File: src/rtl/axi4lite_reg_slave_if.sv
// AXI4-Lite bus bundle between a master and the register-slave endpoint.
// Address, data, response and valid/ready for all five channels.
interface axi4lite_reg_slave_if #(
    parameter int ADDR_WIDTH = 32,
    parameter int DATA_WIDTH = 32
);
    logic [ADDR_WIDTH-1:0]   AWADDR;
    logic [2:0]              AWPROT;
    logic                    AWVALID;
    logic                    AWREADY;

    logic [DATA_WIDTH-1:0]   WDATA;
    logic [DATA_WIDTH/8-1:0] WSTRB;
    logic                    WVALID;
    logic                    WREADY;

    logic [1:0]              BRESP;
    logic                    BVALID;
    logic                    BREADY;

    logic [ADDR_WIDTH-1:0]   ARADDR;
    logic [2:0]              ARPROT;
    logic                    ARVALID;
    logic                    ARREADY;

    logic [DATA_WIDTH-1:0]   RDATA;
    logic [1:0]              RRESP;
    logic                    RVALID;
    logic                    RREADY;

    modport master (
        output AWADDR, AWPROT, AWVALID,
        input  AWREADY,
        output WDATA, WSTRB, WVALID,
        input  WREADY,
        input  BRESP, BVALID,
        output BREADY,
        output ARADDR, ARPROT, ARVALID,
        input  ARREADY,
        input  RDATA, RRESP, RVALID,
        output RREADY
    );

    modport slave (
        input  AWADDR, AWPROT, AWVALID,
        output AWREADY,
        input  WDATA, WSTRB, WVALID,
        output WREADY,
        output BRESP, BVALID,
        input  BREADY,
        input  ARADDR, ARPROT, ARVALID,
        output ARREADY,
        output RDATA, RRESP, RVALID,
        input  RREADY
    );
endinterface

File: src/rtl/axi4lite_reg_slave.sv
// AXI4-Lite slave that turns each bus access into one req/ack transfer
// on a simple register port, with alignment check and ack timeout.
module axi4lite_reg_slave #(
    parameter int ADDR_WIDTH     = 32,
    parameter int DATA_WIDTH     = 32,
    parameter int TIMEOUT_CYCLES = 256
) (
    input  logic                    ACLK,
    input  logic                    ARESETN,
    axi4lite_reg_slave_if.slave     bus,
    output logic                    reg_req,
    output logic                    reg_wr,
    output logic [ADDR_WIDTH-1:0]   reg_addr,
    output logic [DATA_WIDTH-1:0]   reg_wdata,
    output logic [DATA_WIDTH/8-1:0] reg_wstrb,
    input  logic                    reg_ack,
    input  logic [DATA_WIDTH-1:0]   reg_rdata,
    input  logic                    reg_err
);

    localparam int SW  = DATA_WIDTH / 8;
    localparam int LSB = $clog2(SW);
    localparam int CW  = $clog2(TIMEOUT_CYCLES) + 1;
    localparam logic [CW-1:0] LAST = CW'(TIMEOUT_CYCLES - 1);
    localparam logic [1:0] OKAY   = 2'b00;
    localparam logic [1:0] SLVERR = 2'b10;

    typedef enum logic [2:0] {
        IDLE,
        WR_REQ,
        WR_RESP,
        RD_REQ,
        RD_RESP
    } state_t;

    state_t state;
    state_t nxt;

    logic                  live;
    logic                  aw_held;
    logic                  w_held;
    logic [ADDR_WIDTH-1:0] awaddr_q;
    logic [DATA_WIDTH-1:0] wdata_q;
    logic [SW-1:0]         wstrb_q;
    logic                  last_was_read;
    logic [CW-1:0]         cnt;
    logic [1:0]            resp_q;
    logic [DATA_WIDTH-1:0] rdata_q;

    logic                  aw_rdy;
    logic                  w_rdy;
    logic                  ar_rdy;
    logic                  go_wr;
    logic                  go_rd;
    logic                  timed_out;
    logic                  write_pending;
    logic                  in_req;
    logic [ADDR_WIDTH-1:0] wr_addr;
    logic [DATA_WIDTH-1:0] wr_data;
    logic [SW-1:0]         wr_strb;
    logic                  wr_mis;
    logic                  rd_mis;

    // A write half counts as present if held or handshaking now
    assign write_pending = (aw_held || bus.AWVALID) && (w_held || bus.WVALID);
    assign wr_addr = aw_held ? awaddr_q : bus.AWADDR;
    assign wr_data = w_held ? wdata_q : bus.WDATA;
    assign wr_strb = w_held ? wstrb_q : bus.WSTRB;
    assign wr_mis  = |wr_addr[LSB-1:0];
    assign rd_mis  = |bus.ARADDR[LSB-1:0];
    assign in_req  = (state == WR_REQ) || (state == RD_REQ);

    always_ff @(posedge ACLK or negedge ARESETN) begin
        if (!ARESETN) begin
            state <= IDLE;
        end else begin
            state <= nxt;
        end
    end

    always_comb begin
        nxt       = state;
        aw_rdy    = 1'b0;
        w_rdy     = 1'b0;
        ar_rdy    = 1'b0;
        go_wr     = 1'b0;
        go_rd     = 1'b0;
        timed_out = 1'b0;
        unique case (state)
            IDLE: begin
                if (live) begin
                    aw_rdy = !aw_held;
                    w_rdy  = !w_held;
                    ar_rdy = !aw_held && !w_held &&
                             !(write_pending && last_was_read);
                    go_rd  = ar_rdy && bus.ARVALID;
                    go_wr  = write_pending && !go_rd;
                    if (go_rd) begin
                        nxt = rd_mis ? RD_RESP : RD_REQ;
                    end else if (go_wr) begin
                        nxt = wr_mis ? WR_RESP : WR_REQ;
                    end
                end
            end
            WR_REQ, RD_REQ: begin
                timed_out = !reg_ack && (cnt == LAST);
                if (reg_ack || timed_out) begin
                    nxt = (state == WR_REQ) ? WR_RESP : RD_RESP;
                end
            end
            WR_RESP: begin
                if (bus.BREADY) begin
                    nxt = IDLE;
                end
            end
            RD_RESP: begin
                if (bus.RREADY) begin
                    nxt = IDLE;
                end
            end
            default: nxt = IDLE;
        endcase
    end

    always_ff @(posedge ACLK or negedge ARESETN) begin
        if (!ARESETN) begin
            live          <= 1'b0;
            aw_held       <= 1'b0;
            w_held        <= 1'b0;
            awaddr_q      <= '0;
            wdata_q       <= '0;
            wstrb_q       <= '0;
            last_was_read <= 1'b1;
            cnt           <= '0;
            resp_q        <= OKAY;
            rdata_q       <= '0;
            reg_wr        <= 1'b0;
            reg_addr      <= '0;
            reg_wdata     <= '0;
            reg_wstrb     <= '0;
        end else begin
            live <= 1'b1;
            cnt  <= (in_req && nxt == state) ? cnt + 1'b1 : '0;
            if (state == IDLE) begin
                if (go_wr) begin
                    aw_held   <= 1'b0;
                    w_held    <= 1'b0;
                    reg_wr    <= 1'b1;
                    reg_addr  <= wr_addr;
                    reg_wdata <= wr_data;
                    reg_wstrb <= wr_strb;
                    if (wr_mis) begin
                        resp_q  <= SLVERR;
                        rdata_q <= '0;
                    end
                end else begin
                    // Write halves arriving alongside a winning read wait here
                    if (aw_rdy && bus.AWVALID) begin
                        aw_held  <= 1'b1;
                        awaddr_q <= bus.AWADDR;
                    end
                    if (w_rdy && bus.WVALID) begin
                        w_held  <= 1'b1;
                        wdata_q <= bus.WDATA;
                        wstrb_q <= bus.WSTRB;
                    end
                end
                if (go_rd) begin
                    reg_wr    <= 1'b0;
                    reg_addr  <= bus.ARADDR;
                    reg_wstrb <= '1;
                    if (rd_mis) begin
                        resp_q  <= SLVERR;
                        rdata_q <= '0;
                    end
                end
            end
            if (in_req) begin
                if (reg_ack) begin
                    resp_q <= reg_err ? SLVERR : OKAY;
                    if (state == RD_REQ) begin
                        rdata_q <= reg_rdata;
                    end
                end else if (timed_out) begin
                    resp_q  <= SLVERR;
                    rdata_q <= '0;
                end
            end
            if (state == WR_RESP && bus.BREADY) begin
                last_was_read <= 1'b0;
            end
            if (state == RD_RESP && bus.RREADY) begin
                last_was_read <= 1'b1;
            end
        end
    end

    assign bus.AWREADY = aw_rdy;
    assign bus.WREADY  = w_rdy;
    assign bus.ARREADY = ar_rdy;
    assign bus.BVALID  = (state == WR_RESP);
    assign bus.BRESP   = resp_q;
    assign bus.RVALID  = (state == RD_RESP);
    assign bus.RRESP   = resp_q;
    assign bus.RDATA   = rdata_q;
    assign reg_req     = in_req;

endmodule
File: src/flat_wrapper.sv
// flat-port wrapper written by rule: the top's interface ports become plain ports
module axi4lite_reg_slave_flat 
#(
    parameter int ADDR_WIDTH     = 32,
    parameter int DATA_WIDTH     = 32,
    parameter int TIMEOUT_CYCLES = 256
)
  (ACLK, ARESETN, reg_req, reg_wr, reg_addr, reg_wdata, reg_wstrb, reg_ack, reg_rdata, reg_err, bus_AWADDR, bus_AWPROT, bus_AWVALID, bus_AWREADY, bus_WDATA, bus_WSTRB, bus_WVALID, bus_WREADY, bus_BRESP, bus_BVALID, bus_BREADY, bus_ARADDR, bus_ARPROT, bus_ARVALID, bus_ARREADY, bus_RDATA, bus_RRESP, bus_RVALID, bus_RREADY);
  axi4lite_reg_slave_if #(.ADDR_WIDTH(ADDR_WIDTH), .DATA_WIDTH(DATA_WIDTH)) bus_i ();
  input  logic ACLK;
  input  logic ARESETN;
  output logic reg_req;
  output logic reg_wr;
  output logic [ADDR_WIDTH-1:0] reg_addr;
  output logic [DATA_WIDTH-1:0] reg_wdata;
  output logic [DATA_WIDTH/8-1:0] reg_wstrb;
  input  logic reg_ack;
  input  logic [DATA_WIDTH-1:0] reg_rdata;
  input  logic reg_err;
  input wire logic [$bits(bus_i.AWADDR)-1:0] bus_AWADDR;
  input wire logic [$bits(bus_i.AWPROT)-1:0] bus_AWPROT;
  input wire logic [$bits(bus_i.AWVALID)-1:0] bus_AWVALID;
  output wire logic [$bits(bus_i.AWREADY)-1:0] bus_AWREADY;
  input wire logic [$bits(bus_i.WDATA)-1:0] bus_WDATA;
  input wire logic [$bits(bus_i.WSTRB)-1:0] bus_WSTRB;
  input wire logic [$bits(bus_i.WVALID)-1:0] bus_WVALID;
  output wire logic [$bits(bus_i.WREADY)-1:0] bus_WREADY;
  output wire logic [$bits(bus_i.BRESP)-1:0] bus_BRESP;
  output wire logic [$bits(bus_i.BVALID)-1:0] bus_BVALID;
  input wire logic [$bits(bus_i.BREADY)-1:0] bus_BREADY;
  input wire logic [$bits(bus_i.ARADDR)-1:0] bus_ARADDR;
  input wire logic [$bits(bus_i.ARPROT)-1:0] bus_ARPROT;
  input wire logic [$bits(bus_i.ARVALID)-1:0] bus_ARVALID;
  output wire logic [$bits(bus_i.ARREADY)-1:0] bus_ARREADY;
  output wire logic [$bits(bus_i.RDATA)-1:0] bus_RDATA;
  output wire logic [$bits(bus_i.RRESP)-1:0] bus_RRESP;
  output wire logic [$bits(bus_i.RVALID)-1:0] bus_RVALID;
  input wire logic [$bits(bus_i.RREADY)-1:0] bus_RREADY;
  assign bus_i.AWADDR = bus_AWADDR;
  assign bus_i.AWPROT = bus_AWPROT;
  assign bus_i.AWVALID = bus_AWVALID;
  assign bus_AWREADY = bus_i.AWREADY;
  assign bus_i.WDATA = bus_WDATA;
  assign bus_i.WSTRB = bus_WSTRB;
  assign bus_i.WVALID = bus_WVALID;
  assign bus_WREADY = bus_i.WREADY;
  assign bus_BRESP = bus_i.BRESP;
  assign bus_BVALID = bus_i.BVALID;
  assign bus_i.BREADY = bus_BREADY;
  assign bus_i.ARADDR = bus_ARADDR;
  assign bus_i.ARPROT = bus_ARPROT;
  assign bus_i.ARVALID = bus_ARVALID;
  assign bus_ARREADY = bus_i.ARREADY;
  assign bus_RDATA = bus_i.RDATA;
  assign bus_RRESP = bus_i.RRESP;
  assign bus_RVALID = bus_i.RVALID;
  assign bus_i.RREADY = bus_RREADY;
  axi4lite_reg_slave #(.ADDR_WIDTH(ADDR_WIDTH), .DATA_WIDTH(DATA_WIDTH), .TIMEOUT_CYCLES(TIMEOUT_CYCLES)) u_core (.ACLK(ACLK), .ARESETN(ARESETN), .bus(bus_i), .reg_req(reg_req), .reg_wr(reg_wr), .reg_addr(reg_addr), .reg_wdata(reg_wdata), .reg_wstrb(reg_wstrb), .reg_ack(reg_ack), .reg_rdata(reg_rdata), .reg_err(reg_err));
endmodule
File: config.mk
export PLATFORM = sky130hd
export DESIGN_NAME = axi4lite_reg_slave_flat
export DESIGN_NICKNAME = d
export VERILOG_FILES = /design/src/rtl/axi4lite_reg_slave_if.sv /design/src/rtl/axi4lite_reg_slave.sv /design/src/flat_wrapper.sv
export SDC_FILE = /design/constraint.sdc
export NUM_CORES = 1
export LEC_CHECK = 0
export ABC_AREA = 1
export CAP_MARGIN = 20
export CORE_UTILIZATION = 35
export CTS_BUF_LIST = sky130_fd_sc_hd__clkbuf_4 sky130_fd_sc_hd__clkbuf_8 sky130_fd_sc_hd__clkbuf_16
export DETAILED_ROUTE_END_ITERATION = 8
export PLACE_DENSITY = 0.74
export SLEW_MARGIN = 40
export SYNTH_ARGS = -nofsm -noshare
export SYNTH_HDL_FRONTEND = slang
export SYNTH_SLANG_ARGS = --single-unit
File: constraint.sdc
create_clock -name ACLK -period 1.95 [get_ports ACLK]
set_input_delay 0.195 -clock ACLK [delete_from_list [all_inputs] [get_ports ACLK]]
set_output_delay 0.195 -clock ACLK [all_outputs]
set_load 0.02 [all_outputs]
==> results of run 1 <==
==> state kept, by name, summed over array words and instances, names as in the netlist <==
register,flops
u_core.cnt,9
u_core.wstrb_q,4
u_core.w_held,1
u_core.aw_held,1
u_core.live,1
u_core.state,3
u_core.last_was_read,1
u_core.bus.RDATA,32
u_core.reg_wdata,32
u_core.wdata_q,32
u_core.bus.BRESP,2
u_core.reg_wstrb,4
u_core.awaddr_q,32
u_core.reg_wr,1
u_core.reg_addr,32
==> placed cells by master (no fill, tap or decap), drive strengths merged <==
master         count
dfrtp            186
a31oi              1
nand3             74
nor3               4
inv               99
dlygate4sd2        2
nand2            365
conb               1
nand3b             3
nand4             16
a21o               1
clkinvlp           3
diode              1
clkinv             3
ha                 2
dlygate4sd3        1
o31ai             32
clkdlybuf4s50    244
a21oi              9
dlymetal6s2s       1
o22ai              3
o21ai            142
o21a               1
nor2              92
clkbuf            22
nor3b              3
buf               69
and3               1
dfstp              1
o311ai             1
==> synth_stat cells (9+ instances only) <==
library cell and count:
nand2_1 357, dfrtp_1 186, inv_1 88, nor2_1 87
o21ai_1 77, nand3_1 72, o21ai_0 65, o31ai_1 32
clkbuf_1 31, buf_2 20, nand4_1 15, buf_4 13
a21oi_1 9
==> power by group <==
group | internal (W) | switching, W
logic | 0.00361 | 0.00454
registers | 0.00542 | 0.000888
clock network | 0.00175 | 0.00168
total | 0.0108 | 0.00711
==> cell families (layout without fill, tap and decap cells) <==
logic type,Yosys count,count (layout),share of synthesized area
AOI/OAI and AO/OA,190,190,0.1206
adders and majority gates,2,2,0.002847
buffers and inverters,161,444,0.07745
DFF,187,187,0.5326
other,1,2,0.0004267
and+or+nand+nor,558,558,0.2661
==> final timing paths <==
| kind | slack, ns | cells past startpoint | to |
|---|---|---|---|
| max in group asynchronous | 0.93 | 3 | u_core.last_was_read$_DFFE_PN1P_ |
| setup / recovery | -0.12 | 15 | u_core.bus.RDATA[15]$_DFF_PN0_ |
| hold reg to reg | 0.47 | 2 | u_core.reg_wr$_DFFE_PN0P_ |
| hold / removal | 0.33 | 2 | u_core.reg_wdata[15]$_DFFE_PN0P_ |
| min in group ACLK | 0.33 | 3 | u_core.bus.RDATA[4]$_DFF_PN0_ |
| setup reg to reg | -0.12 | 15 | u_core.bus.RDATA[15]$_DFF_PN0_ |
==> metal layers <==
layer  global-route usage  share of wire
met1               0.2469           0.43
met5                    0              0
met4              0.06667          0.018
met3              0.05010          0.073
met2               0.3176           0.48
==> cell type report <==
cell class                      count  area [sq um]
Fill cell                        2244         11750
Clock buffer                       19         446.7
Antenna cell                        1         2.502
Clock inverter                     13         125.1
Timing Repair Buffer              320          3206
Tap cell                          324         405.4
Multi-Input combinational cell    751          3493
Sequential cell                   187          4682
Inverter                           92         351.6
==> timing repair <==
action	in CTS	in global routing
buffers inserted	9	10
gates resized for setup	15	32
gates cloned	1	1
endpoints found under the hold margin	55	0
pin swaps	5	27
hold buffers	1	0
endpoints found under the setup margin	38	92
==> through the flow <==
stage | power, W | instance area (sq um) | setup slack, ns | TNS [ns]
after floorplan | 0.01088 | 8796 | 0.007131 | 0
after global placement | 0.01416 | 11870 | -0.02798 | -0.6442
after detailed placement | 0.01435 | 11870 | -0.1083 | -3.682
after CTS | 0.01787 | 12540 | -0.1070 | -2.569
after global routing | 0.01912 | 12710 | -0.2384 | -7.208
final | 0.01788 | 12710 | -0.1234 | -3.177
==> flow_summary.toml, run 1 <==
[route]
remaining_drc_errors = 0
vias = 8263
antenna_left = 0
viasPerCell = 4.841
wl_per_cell_microns = 14.77
drt_wl_total_microns = 25210
drtIter0Drc = 733
drtPass1Iterations = 5

[place]
hpwl_microns = 16990
io_buffers = 251
dp.cells = 1652
gp_congestion = 0.8160

[global_routing]
grt_first_pass_wirelength_microns = 40120
overflow = 0
antenna_found_initial = 1
grt_pass1_vias = 8029
grt_max_degree = 63
grt_use_total = 0.1935

[clock_tree]
clockRootBuffer = "clkbuf_16"
clk_pin_slew_ns = 0.08
htree_levels = 4
cts_tree = "built"
clk_latency_ns = 0.43
cts_buffers = 17
cts_sinks = 187
ctsLongestPathBuffers = 2

[floorplanning]
core-area_sq_mm = 0.02446
rows = 57
io_pins = 258
start_util = 0.3593
die_w_microns = 160.5
fp.dieArea_sq_mm = 0.02575
die_h_microns = 160.5

[power_and_ir_drop]
vdd_drop_max_uv = 712.8
leakagePower_nw = 6.134
p_per_area_mw_per_mm2 = 1406

[sta]
worst_slack_ns = -0.1234
setup_viol = 36
period_needed_ns = 2.073
whs_ns = 0.3251
relSlewSlack = 0.6413
worst_slew_pin_slew_ns = 0.5381
grt_setup_unrepaired = "yes"
finalHoldViolations = 0
maxSlewViolCount = 0
fmax_mhz = 482.3
fin_skew_ns = 0.01215
min_period_over_period = 1.063

[synth]
synth_top_area_share = 0.5296
synth_nets = 1248
ys_async_sr_fraction = 1.000
synth_area_leader_cell = "dfrtp_1"
syn_inst = 1099
synthDistinctLibCells = 37
synth_ff_type = "dfrtp_1"
synth_area_leaders = "dfrtp_1 (53%), nand2_1 (15%), o21ai_1 (4.4%)"
ys_seq_elements = 187
syn_area_sq_mm = 0.008788
synth.avg_cell_area_sq_um = 7.997
seq_area_frac_synth = 0.5326
synth-edff-count = 0
yosysWarningCount = 0

[min_path]
min_path_type = "in2async"

[finish]
nNetsFinal = 1518
final_cells = 1707
final_core_util = 0.5197
syn_to_final_growth_pct = 44.65
drive_gt1_frac = 0.1049

[run_status]
status = "complete, but fails checks"
violations = "negative setup slack"

[setup_path]
max_stage_delay_ns = 0.36
cpLargestDelayFamily = "simple AND/OR/NAND/NOR gates"
crit_type = "reg2reg"
path_max_fanout = 5
crit_arrival_ns = 2.39
setup.worst_path.start = "u_core.cnt[0]$_DFF_PN0_"
cp_slowest_cell = "dfrtp_1"
required_ns = 2.26
path_cells = "ha_2, nand2_2, inv_2, nand2_4, nor2_4, nand3_2, nor2_2, ha_2, nor2_2, nor3_2, buf_4, nand2_4, buf_6, nand4_1, nand2_1"
timing.rr.start = "u_core.cnt[0]$_DFF_PN0_"
critPathBufInv = 3
critPathLaunchType = "flip-flop"
endpoint_kind = "flip-flop"

[run]
drv_cap = 0
Note: power is estimated with default switching activity, not from simulation.
==> inputs of run 2 (changes only) <==
--- a/config.mk
+++ b/config.mk
@@ -10,7 +10,8 @@
 export CORE_UTILIZATION = 35
 export CTS_BUF_LIST = sky130_fd_sc_hd__clkbuf_4 sky130_fd_sc_hd__clkbuf_8 sky130_fd_sc_hd__clkbuf_16
 export DETAILED_ROUTE_END_ITERATION = 8
-export PLACE_DENSITY = 0.74
+export PLACE_DENSITY = 0.65
+export SETUP_SLACK_MARGIN = 0.15
 export SLEW_MARGIN = 40
 export SYNTH_ARGS = -nofsm -noshare
 export SYNTH_HDL_FRONTEND = slang
==> flow_summary.toml, run 2 (synthesis results as in run 1) <==
[finish]
syn_to_final_growth_pct = 48.83
final_core_util = 0.5347
drive_gt1_frac = 0.1402
mostFrequentLayoutCells = "nand2_1 (335), clkdlybuf4s50_1 (244), dfrtp_1 (183)"
nNetsFinal = 1528
fillers = 2306
final_common_cell = "nand2_1"

[route]
drt_wl_total_microns = 25600
drtIter0Drc = 622
wl_per_cell_microns = 14.92
drtPass1Iterations = 5
vias = 8229
remaining_drc_errors = 0
viasPerCell = 4.795
antenna_left = 0

[clock_tree]
htree_levels = 4
clockRootBuffer = "clkbuf_16"
ctsLongestPathBuffers = 2
cts_buffers = 17
cts_tree = "built"
clk_latency_ns = 0.44
clk_pin_slew_ns = 0.07
cts_sinks = 187

[floorplanning]
die_w_microns = 160.5
fp.dieArea_sq_mm = 0.02575
io_pins = 258
rows = 57
core-area_sq_mm = 0.02446
start_util = 0.3593
die_h_microns = 160.5

[power_and_ir_drop]
clockPowerShare = 0.191
combPwrFrac = 0.468
p_per_area_mw_per_mm2 = 1412
leakagePower_nw = 6.229
pwr-share-seq = 0.341
p_int_w = 0.01117
power.net_switching_w = 0.007307
swShare = 0.3956
vdd_drop_max_uv = 588.7

[setup_path]
endpoint_kind = "flip-flop"
crit_arrival_ns = 2.33
critPathLaunchType = "flip-flop"
path_max_fanout = 8
required_ns = 2.28
crit_type = "reg2reg"

[run_status]
status = "complete, but fails checks"
violations = "negative setup slack"

[sta]
fin_skew_ns = 0.01940
grt_setup_unrepaired = "yes"
period_needed_ns = 2.005
worst_slack_ns = -0.05476
maxSlewViolCount = 0
finalHoldViolations = 0
min_period_over_period = 1.028
whs_ns = 0.2664
fmax_mhz = 498.8
setup_viol = 28

[global_routing]
antenna_found_initial = 1
grt_pass1_vias = 7783
overflow = 0
grt_use_total = 0.1964
grt_first_pass_wirelength_microns = 40590
grt_max_degree = 54

[place]
hpwl_microns = 16940
io_buffers = 251
gp_congestion = 0.7930

[run]
drv_cap = 0

[min_path]
min_path_type = "in2async"
## run 2: metrics by stage
stage	power [W]	std cells	setup WS [ns]	area, sq um	setup TNS (ns)
final	0.01847	1716	-0.05476	13080	-0.7754
after global routing	0.01980	1716	-0.1971	13080	-5.684
after CTS	0.01807	1695	-0.04807	12640	-0.4653
after detailed placement	0.01440	1658	-0.05698	11900	-0.9871
after global placement	0.01424	1658	-0.02474	11900	-0.1535
after floorplan	0.01089	1099	0.03742	8808	0
## run 2: worst max-delay path, cell delays in order, from the launching register on
cell and delay, ns:
dfrtp_1 0.35, ha_2 0.18, nand2_2 0.05, inv_2 0.06, nand2_2 0.06, nor2_4 0.10, nand3_2 0.08, nor2_2 0.09
ha_2 0.20, nor2_4 0.05, nor3_4 0.21, buf_6 0.15, buf_6 0.14, nand2_4 0.05, nand2_2 0.08, o21ai_2 0.05
## run 2: what timing repair did
item	4_1_cts	5_1_grt
endpoints found under the setup margin	56	113
hold endpoints to repair	38	0
pin swaps	13	25
hold buffers	1	0
gates resized for setup	61	74
buffers inserted	3	15
gates cloned	2	5
## run 2: power groups by stage
stage                     clock [W]  combinational [W]  sequential [W]
after floorplan                   0            0.00371         0.00718
after global placement            0            0.00793         0.00630
after detailed placement          0            0.00807         0.00633
after CTS                   0.00362            0.00816         0.00629
after global routing        0.00379            0.00952         0.00648
final                       0.00353            0.00865         0.00629
## run 2: routing by layer
layer,share of wire,vias up,track usage
met1,0.44,3857,0.2622
met5,0,-,0
met3,0.062,25,0.04442
met2,0.48,260,0.3184
li1,-,4087,-
met4,0.015,0,0.05758
## run 2: path summary, 6_finish.rpt
| check | startpoint | to | slack (ns) | cells past startpoint |
|---|---|---|---|---|
| setup / recovery | u_core.cnt[1]$_DFF_PN0_ | u_core.bus.RDATA[31]$_DFF_PN0_ | -0.05 | 15 |
| hold / removal | ARESETN | u_core.reg_wdata[23]$_DFFE_PN0P_ | 0.27 | 2 |
| setup reg to reg | u_core.cnt[1]$_DFF_PN0_ | u_core.bus.RDATA[31]$_DFF_PN0_ | -0.05 | 15 |
| hold reg to reg | u_core.reg_wdata[29]$_DFFE_PN0P_ | u_core.reg_wdata[29]$_DFFE_PN0P_ | 0.49 | 2 |
| max in group asynchronous | ARESETN | u_core.reg_addr[7]$_DFFE_PN0P_ | 1.08 | 3 |
| min in group ACLK | reg_rdata[8] | u_core.bus.RDATA[8]$_DFF_PN0_ | 0.31 | 3 |
## run 2: layout make-up
class | instances | area (sq um) | area share
Tap cell | 324 | 405.4 | 0.03099
Multi-Input combinational cell | 751 | 3680 | 0.2813
Clock inverter | 13 | 151.4 | 0.01157
Sequential cell | 187 | 4684 | 0.3581
Clock buffer | 18 | 439.2 | 0.03358
Timing Repair Buffer | 330 | 3366 | 0.2573
Inverter | 92 | 351.6 | 0.02688
Antenna cell | 1 | 2.502 | 0.0001913
==> inputs of run 3 (changes only) <==
--- a/config.mk
+++ b/config.mk
@@ -10,7 +10,8 @@
 export CORE_UTILIZATION = 35
 export CTS_BUF_LIST = sky130_fd_sc_hd__clkbuf_4 sky130_fd_sc_hd__clkbuf_8 sky130_fd_sc_hd__clkbuf_16
 export DETAILED_ROUTE_END_ITERATION = 8
-export PLACE_DENSITY = 0.65
+export MAX_ROUTING_LAYER = met4
+export PLACE_DENSITY = 0.62
 export SETUP_SLACK_MARGIN = 0.15
 export SLEW_MARGIN = 40
 export SYNTH_ARGS = -nofsm -noshare
==> constraint.sdc (replaced) <==
create_clock -name ACLK -period 2.15 [get_ports ACLK]
set_input_delay 0.215 -clock ACLK [delete_from_list [all_inputs] [get_ports ACLK]]
set_output_delay 0.215 -clock ACLK [all_outputs]
set_load 0.02 [all_outputs]
==> flow_summary.toml, run 3 (synthesis results as in run 1) <==
[run_status]
status = "finished, final reports clean"

[sta]
maxSlewViolCount = 0
worst_slew_pin_slew_ns = 0.5361
grt_setup_unrepaired = "yes"
relSlewSlack = 0.6426
fmax_mhz = 499.8
finalHoldViolations = 0
fin_skew_ns = 0.01456
min_period_over_period = 0.9307
setup_viol = 0
finalSetupTns_ns = 0
whs_ns = 0.3243
period_needed_ns = 2.001

[place]
gp_congestion = 0.7926
placed_area_sq_mm = 0.01174
hpwl_microns = 16950
io_buffers = 251

[floorplanning]
io_pins = 258
die_w_microns = 160.5
core-area_sq_mm = 0.02446
start_util = 0.3593
fp.dieArea_sq_mm = 0.02575
die_h_microns = 160.5
rows = 57

[route]
viasPerCell = 4.759
vias = 8009
wl_per_cell_microns = 14.93
remaining_drc_errors = 0
drtPass1Iterations = 5
drtIter0Drc = 647
antenna_left = 0
drt_wl_total_microns = 25140

[global_routing]
antenna_found_initial = 0
grt_use_total = 0.2029
grt_pass1_vias = 7776
grt_first_pass_wirelength_microns = 40570
overflow = 0
grt_max_degree = 62

[finish]
mostFrequentLayoutCells = "nand2_1 (353), clkdlybuf4s50_1 (244), dfrtp_1 (184)"
multi_input_area_sq_mm = 0.003536
register_area_sq_mm = 0.004683
drive_gt1_frac = 0.09051
syn_to_final_growth_pct = 42.71
nNetsFinal = 1495
fillers = 2323
final_area_sq_mm = 0.01254
final_common_cell = "nand2_1"
num_antenna_cells = 0

[run]
drv_cap = 0

[clock_tree]
clk_latency_ns = 0.43
cts_sinks = 187
ctsLongestPathBuffers = 2
cts_buffers = 17
cts_tree = "built"
clk_pin_slew_ns = 0.08
htree_levels = 4
clockRootBuffer = "clkbuf_16"

[power_and_ir_drop]
vdd_drop_max_uv = 637.0
p_per_area_mw_per_mm2 = 1290
leakagePower_nw = 5.998

[setup_path]
path_max_fanout = 7
critPathLaunchType = "flip-flop"
cpLargestDelayFamily = "simple AND/OR/NAND/NOR gates"
required_ns = 2.47
path_cells = "ha_2, nand2_2, inv_2, nand2_4, nor2_4, nand3_2, nor2_2, ha_2, nor2_2, nor3_2, buf_4, buf_8, nand2_8, nand4_1, nand2_1"
crit_arrival_ns = 2.32
endpoint_kind = "flip-flop"
critPathBufInv = 3
crit_type = "reg2reg"
cp_slowest_cell = "dfrtp_1"
max_stage_delay_ns = 0.37
reg2regPathDepth = 15
crit_cells = 15

[min_path]
min_path_type = "in2async"
==> run 3: cell count changes in the layout (fill, tap and decap cells not counted), moves of 4 or more <==
cell | previous run | this run
nor2_1 | 79 | 84
nand2_1 | 335 | 353
buf_4 | 43 | 32
o21ai_0 | 56 | 64
o21ai_2 | 4 | 0
buf_6 | 22 | 1
o21ai_1 | 82 | 78
nor2_4 | 7 | 3
nand2_2 | 25 | 9
==> run 3: path summary, 6_finish.rpt <==
kind / start / endpoint / slack [ns]
worst max register to register: u_core.cnt[0]$_DFF_PN0_ / u_core.bus.RDATA[15]$_DFF_PN0_ / 0.15
min in group ACLK: reg_rdata[3] / u_core.bus.RDATA[3]$_DFF_PN0_ / 0.33
worst max-delay path: u_core.cnt[0]$_DFF_PN0_ / u_core.bus.RDATA[15]$_DFF_PN0_ / 0.15
worst min register to register: u_core.reg_wr$_DFFE_PN0P_ / u_core.reg_wr$_DFFE_PN0P_ / 0.48
max in group asynchronous: ARESETN / u_core.bus.RDATA[27]$_DFF_PN0_ / 1.09
worst min-delay path: ARESETN / u_core.wdata_q[22]$_DFFE_PN0P_ / 0.32
==> run 3: layout make-up <==
| cell class | count | share of cell area |
|---|---|---|
| inverter | 92 | 0.02773 |
| multi-input combinational | 752 | 0.2819 |
| clock inverter | 14 | 0.01207 |
| tap | 324 | 0.03232 |
| sequential | 187 | 0.3734 |
| timing repair buffer | 296 | 0.2375 |
| clock buffer | 18 | 0.03502 |
==> run 3: what timing repair did <==
item | CTS | global route
gates resized for setup | 30 | 22
hold endpoints to repair | 56 | 0
buffers inserted | 2 | 9
pin swaps | 27 | 23
endpoints found under the setup margin | 39 | 102
hold buffers | 1 | 0
cloned | 1 | 1
==> run 3: metrics by stage <==
step / instances / total power [W] / util / worst slack [ns]
2_1_floorplan: 1099 / 0.009865 / - / 0.1584
6_report: 1683 / 0.01617 / 0.5127 / 0.1491
3_5_place_dp: 1637 / 0.01294 / 0.4799 / -0.08189
5_1_grt: 1683 / 0.01731 / 0.5127 / -0.02848
3_3_place_gp: 1637 / 0.01279 / 0.4799 / -0.03035
4_1_cts: 1673 / 0.01622 / 0.5073 / 0.07768
==> run 3: metal layers <==
layer	vias up	wire length, microns	GRT usage
met5	-	0	-
met4	0	337	0.05152
met2	228	11670	0.3142
met3	22	1854	0.05501
li1	4031	-	-
met1	3728	11270	0.2623
==> run 3: where the power goes <==
group	switching, W	total [W]	internal, W	leakage (nW)
clock network	0.00157	0.00316	0.00159	0.292
registers	0.000813	0.00573	0.00491	2.38
logic	0.00412	0.00729	0.00316	3.32
total	0.00651	0.0162	0.00967	6.00
